## config.mk

```make
export PLATFORM = sky130hd
export DESIGN_NAME = tone_scheduler
export DESIGN_NICKNAME = d
export VERILOG_FILES = /design/src/rtl/tone_sched_pkg.sv /design/src/rtl/tone_sched_prio_enc.sv /design/src/rtl/tone_scheduler.sv
export SDC_FILE = /design/constraint.sdc
export NUM_CORES = 1
export LEC_CHECK = 0
export BUFFER_PORTS_ARGS = -buffer_cell sky130_fd_sc_hd__buf_2
export CORE_MARGIN = 2
export CORE_UTILIZATION = 60
export DETAILED_ROUTE_END_ITERATION = 10
export GPL_TIMING_DRIVEN = 0
export PLACE_DENSITY = 0.82
export SYNTH_ARGS = -nofsm -noshare
export SYNTH_HDL_FRONTEND = slang
export SYNTH_SLANG_ARGS = --single-unit
```

## constraint.sdc

```tcl
create_clock -name clk -period 11.1 [get_ports clk]
set_input_delay 0.555 -clock clk [delete_from_list [all_inputs] [get_ports clk]]
set_output_delay 0.555 -clock clk [all_outputs]
set_load 0.03 [all_outputs]
```

## src/rtl/tone_sched_pkg.sv

```systemverilog
// Shared state type, default note-divide table and lowest-set-bit helper for tone_scheduler.
package tone_sched_pkg;

  typedef enum logic [1:0] {
    IDLE   = 2'd0,
    START  = 2'd1,
    PLAY   = 2'd2,
    SWITCH = 2'd3
  } state_t;

  localparam int unsigned DEFAULT_KEYS  = 8;
  localparam int unsigned DEFAULT_DIV_W = 32;
  localparam int unsigned PRIO_MAX      = 64;

  // Toggle-divider half-period counts for C4..C5 from a 50 MHz clk.
  localparam logic [DEFAULT_DIV_W-1:0] DEFAULT_DIV [DEFAULT_KEYS] = '{
    32'd95556, 32'd85131, 32'd75843, 32'd71586,
    32'd63776, 32'd56818, 32'd50619, 32'd47778
  };

  function automatic logic [DEFAULT_DIV_W-1:0] default_div(input int unsigned idx);
    logic [DEFAULT_DIV_W-1:0] r;
    r = '0;
    for (int unsigned i = 0; i < DEFAULT_KEYS; i++) begin
      if (i == idx) r = DEFAULT_DIV[3'(i)];
    end
    return r;
  endfunction

  // Index 0 has the highest priority; returns 0 for an empty vector.
  function automatic int unsigned lowest_set(input logic [PRIO_MAX-1:0] vec);
    int unsigned r;
    r = 0;
    for (int i = PRIO_MAX - 1; i >= 0; i--) begin
      if (vec[6'(i)]) r = 32'(i);
    end
    return r;
  endfunction

endpackage

```

## src/rtl/tone_sched_prio_enc.sv

```systemverilog
// Fixed-priority encoder: lowest set request bit wins, valid when any bit is set.
module tone_sched_prio_enc
  import tone_sched_pkg::*;
#(
  parameter int unsigned NUM_KEYS = 8,
  parameter int unsigned KEY_W    = 3
) (
  input  logic [NUM_KEYS-1:0] req,
  output logic [KEY_W-1:0]    idx_c,
  output logic                valid_c
);

  always_comb begin
    valid_c = |req;
    idx_c   = KEY_W'(lowest_set(PRIO_MAX'(req)));
  end

endmodule

```

## src/rtl/tone_scheduler.sv

```systemverilog
// Key arbitration and note sequencing for the shared tone clock divider.
// Build option TONE_SCHED_OCTAVE_EN adds oct_up, a right-shift applied to every table load.
module tone_scheduler
  import tone_sched_pkg::*;
#(
  parameter int unsigned NUM_KEYS    = 8,
  parameter int unsigned DIV_W       = 32,
  parameter int unsigned HOLD_CYCLES = 50000,
  parameter int unsigned KEY_W       = (NUM_KEYS > 1) ? $clog2(NUM_KEYS) : 1
) (
  input  logic                clk,
  input  logic                rst,
  input  logic [NUM_KEYS-1:0] key_req,
  input  logic                div_tick,
  input  logic                cfg_we,
  input  logic [KEY_W-1:0]    cfg_addr,
  input  logic [DIV_W-1:0]    cfg_data,
`ifdef TONE_SCHED_OCTAVE_EN
  input  logic [1:0]          oct_up,
`endif
  output logic [DIV_W-1:0]    div_value,
  output logic                div_rst,
  output logic                tone_active,
  output logic [KEY_W-1:0]    cur_key
);

  localparam int unsigned HOLD_W = (HOLD_CYCLES > 1) ? $clog2(HOLD_CYCLES) : 1;
  localparam logic [HOLD_W-1:0] HOLD_LOAD = HOLD_W'(HOLD_CYCLES - 1);

  state_t             state_q, state_d;
  logic [DIV_W-1:0]   div_value_d;
  logic               div_rst_d, tone_active_d;
  logic [KEY_W-1:0]   cur_key_d;
  logic [HOLD_W-1:0]  hold_q, hold_d;
  logic               tick_q;
  logic               tick_edge;
  logic               load;
  logic               retune;
  logic [KEY_W-1:0]   cand_idx;
  logic               cand_valid;
  logic [DIV_W-1:0]   load_value;
  logic [DIV_W-1:0]   div_table [NUM_KEYS];
`ifdef TONE_SCHED_OCTAVE_EN
  logic [1:0]         oct_q, oct_d;
`endif

  tone_sched_prio_enc #(
    .NUM_KEYS (NUM_KEYS),
    .KEY_W    (KEY_W)
  ) u_prio (
    .req     (key_req),
    .idx_c   (cand_idx),
    .valid_c (cand_valid)
  );

  // Writable divide table; a load in the same cycle as a write reads the old entry.
  always_ff @(posedge clk or posedge rst) begin
    if (rst) begin
      for (int unsigned i = 0; i < NUM_KEYS; i++) begin
        div_table[KEY_W'(i)] <= DIV_W'(default_div(i));
      end
    end else if (cfg_we && (32'(cfg_addr) < NUM_KEYS)) begin
      div_table[cfg_addr] <= cfg_data;
    end
  end

  always_comb begin
    tick_edge = (div_tick != tick_q);
`ifdef TONE_SCHED_OCTAVE_EN
    load_value = div_table[cand_idx] >> oct_up;
    retune     = (cand_idx != cur_key) || (oct_up != oct_q);
`else
    load_value = div_table[cand_idx];
    retune     = (cand_idx != cur_key);
`endif
  end

  always_ff @(posedge clk or posedge rst) begin
    if (rst) begin
      state_q     <= IDLE;
      div_value   <= '0;
      div_rst     <= 1'b1;
      tone_active <= 1'b0;
      cur_key     <= '0;
      hold_q      <= '0;
      tick_q      <= 1'b0;
`ifdef TONE_SCHED_OCTAVE_EN
      oct_q       <= '0;
`endif
    end else begin
      state_q     <= state_d;
      div_value   <= div_value_d;
      div_rst     <= div_rst_d;
      tone_active <= tone_active_d;
      cur_key     <= cur_key_d;
      hold_q      <= hold_d;
      tick_q      <= div_tick;
`ifdef TONE_SCHED_OCTAVE_EN
      oct_q       <= oct_d;
`endif
    end
  end

  // div_value only moves on a load: from IDLE (divider held) or on a tick edge in SWITCH.
  always_comb begin
    state_d       = state_q;
    div_value_d   = div_value;
    div_rst_d     = div_rst;
    tone_active_d = tone_active;
    cur_key_d     = cur_key;
    hold_d        = hold_q;
    load          = 1'b0;
`ifdef TONE_SCHED_OCTAVE_EN
    oct_d         = oct_q;
`endif

    unique case (state_q)
      IDLE: begin
        div_rst_d     = 1'b1;
        tone_active_d = 1'b0;
        if (cand_valid) begin
          load    = 1'b1;
          state_d = START;
        end
      end
      START: begin
        div_rst_d     = 1'b0;
        tone_active_d = 1'b1;
        hold_d        = HOLD_LOAD;
        state_d       = PLAY;
      end
      PLAY: begin
        if (hold_q != '0) begin
          hold_d = hold_q - HOLD_W'(1);
        end else if (!cand_valid) begin
          div_rst_d     = 1'b1;
          tone_active_d = 1'b0;
          state_d       = IDLE;
        end else if (retune) begin
          state_d = SWITCH;
        end
      end
      SWITCH: begin
        if (!cand_valid) begin
          div_rst_d     = 1'b1;
          tone_active_d = 1'b0;
          state_d       = IDLE;
        end else if (!retune) begin
          state_d = PLAY;
        end else if (tick_edge) begin
          load    = 1'b1;
          hold_d  = HOLD_LOAD;
          state_d = PLAY;
        end
      end
      default: state_d = IDLE;
    endcase

    if (load) begin
      cur_key_d   = cand_idx;
      div_value_d = load_value;
`ifdef TONE_SCHED_OCTAVE_EN
      oct_d       = oct_up;
`endif
    end
  end

endmodule

```

==> results by group <==
Setup path
  – Worst Setup End Kind: flop
  – Setup CP Type: input port to flop
  – Critical path data arrival time: 3.79 ns
  – Startpoint types: input port
  – Critical path's slowest cell: a22oi_1
  – Worst-path fanout max: 10
  – CP Cell Sequence: clkbuf_1, clkinv_1, o21ai_2, o2111ai_1, a22oi_1, clkbuf_1, buf_2, nand2_1, o21ai_0
  – CP required: 11.57 ns
  – Most frequent CP cell: clkbuf_1
  – Crit path largest cell delay: 0.66 ns

Synthesis
  – Post-Syn Area: 14000 sq um
  – FFs w/ async S/R, synth: 100%
  – Yosys top cell area share: 43.6%
  – Synth cell types: 49
  – FF+latch count, synth: 312
  – Yosys warnings: 0
  – Post-synth net total: 1195
  – Syn Area/Cell: 12.3 sq um
  – Largest area contributor in the netlist: dfrtp_1
  – Mapped Cells: 1142
  – Top FF cell, synth: dfrtp_1
  – Synth area leaders: dfrtp_1, mux2_2, dfstp_2
  – Sequential-to-total area share from yosys stat: 56.2%
  – EDFF count, synth: 0

Global routing
  – Total global-route track usage: 28.7%
  – Most used routing layer: met2
  – Global-route wire length before repair: 54900 microns
  – GRT overflow: 0
  – Initial antenna violation count: 3
  – M3 GR Usage: 5.84%
  – GR Layer Usage met2: 45.9%
  – Vias in the first global route: 10004
  – Largest net degree at the start of global routing: 135
  – Met1 Usage GRT: 39.9%

Placement
  – IO Port Bufs: 76
  – Routability Congestion: 0.822
  – Hpwl dp: 22500 microns
  – Place WS: 7.34 ns

Pwr
  – Worst vdd ir: 190 uV
  – Leakage: 0.00690 uW
  – Pwr Density: 221 nW/um^2

Final layout
  – Total Nets Final: 1306
  – Layout area overhead: 13.9%
  – Commonest cells after routing, fill and taps aside: mux2_2, dfrtp_1, nand2_1
  – Most common cell after layout, fill and taps aside: mux2_2
  – Share of cells above drive strength 1: 37.6%
  – Core Util, Final: 70.2%

STA
  – RSZ-0062 raised after global routing: no
  – Worst Skew: 0.0118 ns
  – Final period demand of the worst path: 3.31 ns
  – Fin. max-slew vios: 0
  – Fin crit share: 29.8%
  – Final setup fails: 0
  – Final hold vios: 0
  – Worst Max-Slew Pin Slew: 0.998 ns
  – Final worst slack: 7.79 ns
  – Slew margin rel.: 33.5%
  – Maximum clock frequency: 0.302 GHz

Routing
  – DRC: 0
  – Post-route ant nets: 0
  – TritonRoute pass-1 iters: 5
  – DR vias: 9908
  – WL per Instance: 21.6 microns
  – WL final: 34300 microns
  – DRT iter0 DRCs: 754
  – Via-to-Cell Ratio: 6.23

Clocking
  – CTS resizes: 0
  – CTS Buf Count: 31
  – Clock slew at reported path FFs: 0.06 ns
  – Worst skew pair latency: 0.56 ns
  – Setup bufs post-CTS: 0
  – CTS max path bufs: 3
  – Root Driver: clkbuf_16
  – CTS tree: yes
  – CTS HTree Levels: 1
  – CTS hold repair buffers: 0
  – Clk sinks: 312

Floorplanning
  – Die width: 157 microns
  – I/O pin count: 84
  – Starting Density: 61.7%
  – Die area: 24700 sq um
  – Core footprint: 22800 sq um
  – Cell Rows: 55
  – Die Ht: 157 microns

Min path
  – HP Class: input port to asynchronous set/reset pin

Run
  – Max-Cap Viols: 0

Outcome
  – Status: complete, no violations
[area by class of cell]
type / count / area, sq um
well taps: 313 / 392
fillers: 1569 / 6790
clock inverters: 14 / 203
diodes: 1 / 2.50
flip-flops and latches: 312 / 7890
multi-input cells: 750 / 5850
inverters: 10 / 45.0
repair buffers: 78 / 435
clock buffers: 43 / 901
plain buffers: 70 / 274
[state kept, by name, indices dropped and copies added, names as in the netlist]
| register | cells |
|---|---|
| hold_q | 16 |
| div_rst | 1 |
| tick_q | 1 |
| div_table | 256 |
| state_q | 2 |
| tone_active | 1 |
| cur_key | 3 |
| div_value | 32 |
[cells in the mapped netlist (2+ instances only)]
master	number
mux2_2	259
a2bb2oi_1	2
buf_1	3
o22ai_1	15
or4_1	2
nand4b_1	3
inv_1	9
nand2b_1	10
a31oi_1	13
clkbuf_1	58
nand2_1	95
a2111oi_0	10
nand4_1	3
buf_2	9
o21ai_0	62
o21ai_1	2
nor2_1	32
a21oi_1	27
dfrtp_1	245
nor3b_1	3
nor3_1	69
a21o_1	16
dfstp_2	67
nor4_1	3
o221ai_1	14
a22oi_1	19
o31ai_2	7
mux2i_1	34
a211oi_1	5
nand3_1	22
ha_1	6
[per-stage QoR]
step           power, uW  hold WS [ns]  setup TNS [ns]  area (sq um)  std cells
2_1_floorplan       2170         0.442               0         14000       1142
3_3_place_gp        2370         0.455         -265.03         14800       1531
3_5_place_dp        2420         0.460               0         14900       1533
4_1_cts             3540        0.0331               0         16000       1590
5_1_grt             3690        0.0431               0         16000       1590
6_report            3530        0.0322               0         16000       1591
[critical path: cells and delay by family]
kind,cells,cell delay (ns)
AOI/OAI and AO/OA,4,1.36
and+or+nand+nor,1,0.10
buffers and inverters,4,1.75
[cells by family after synthesis]
logic type,count (synthesis),share of synthesized area (%)
AOI/OAI and AO/OA,199,9.40
xor gates and xnor gates,2,0.125
DFF,312,56.2
and+or+nand+nor,250,8.36
adders and majority gates,6,0.534
muxes,293,23.2
buffers and inverters,80,2.22
[final timing paths]
check	start	end	slack, ns	cells past startpoint
max in group asynchronous	rst	div_table[43]$_DFFE_PP0P_	10.09	3
setup reg to reg	cur_key[1]$_DFFE_PP0P_	div_value[22]$_DFFE_PP0P_	8.03	9
min in group clk	div_tick	tick_q$_DFF_PP0_	0.14	1
setup / recovery	key_req[0]	div_value[22]$_DFFE_PP0P_	7.79	9
hold / removal	rst	div_value[10]$_DFFE_PP0P_	0.03	2
hold reg to reg	div_value[24]$_DFFE_PP0P_	div_value[24]$_DFFE_PP0P_	0.47	1
[power by group]
part / total, uW / switching [uW] / internal [uW]
sequential: 1600 / 154 / 1450
combinational: 806 / 463 / 343
clock: 1120 / 439 / 681
[metal layers]
layer | routed length, microns | vias up
met5 | 27 | -
met4 | 1050 | 4
met3 | 2460 | 71
met2 | 16000 | 351
met1 | 14800 | 5081
li1 | - | 4401
Note: power is estimated with default switching activity, not from simulation.
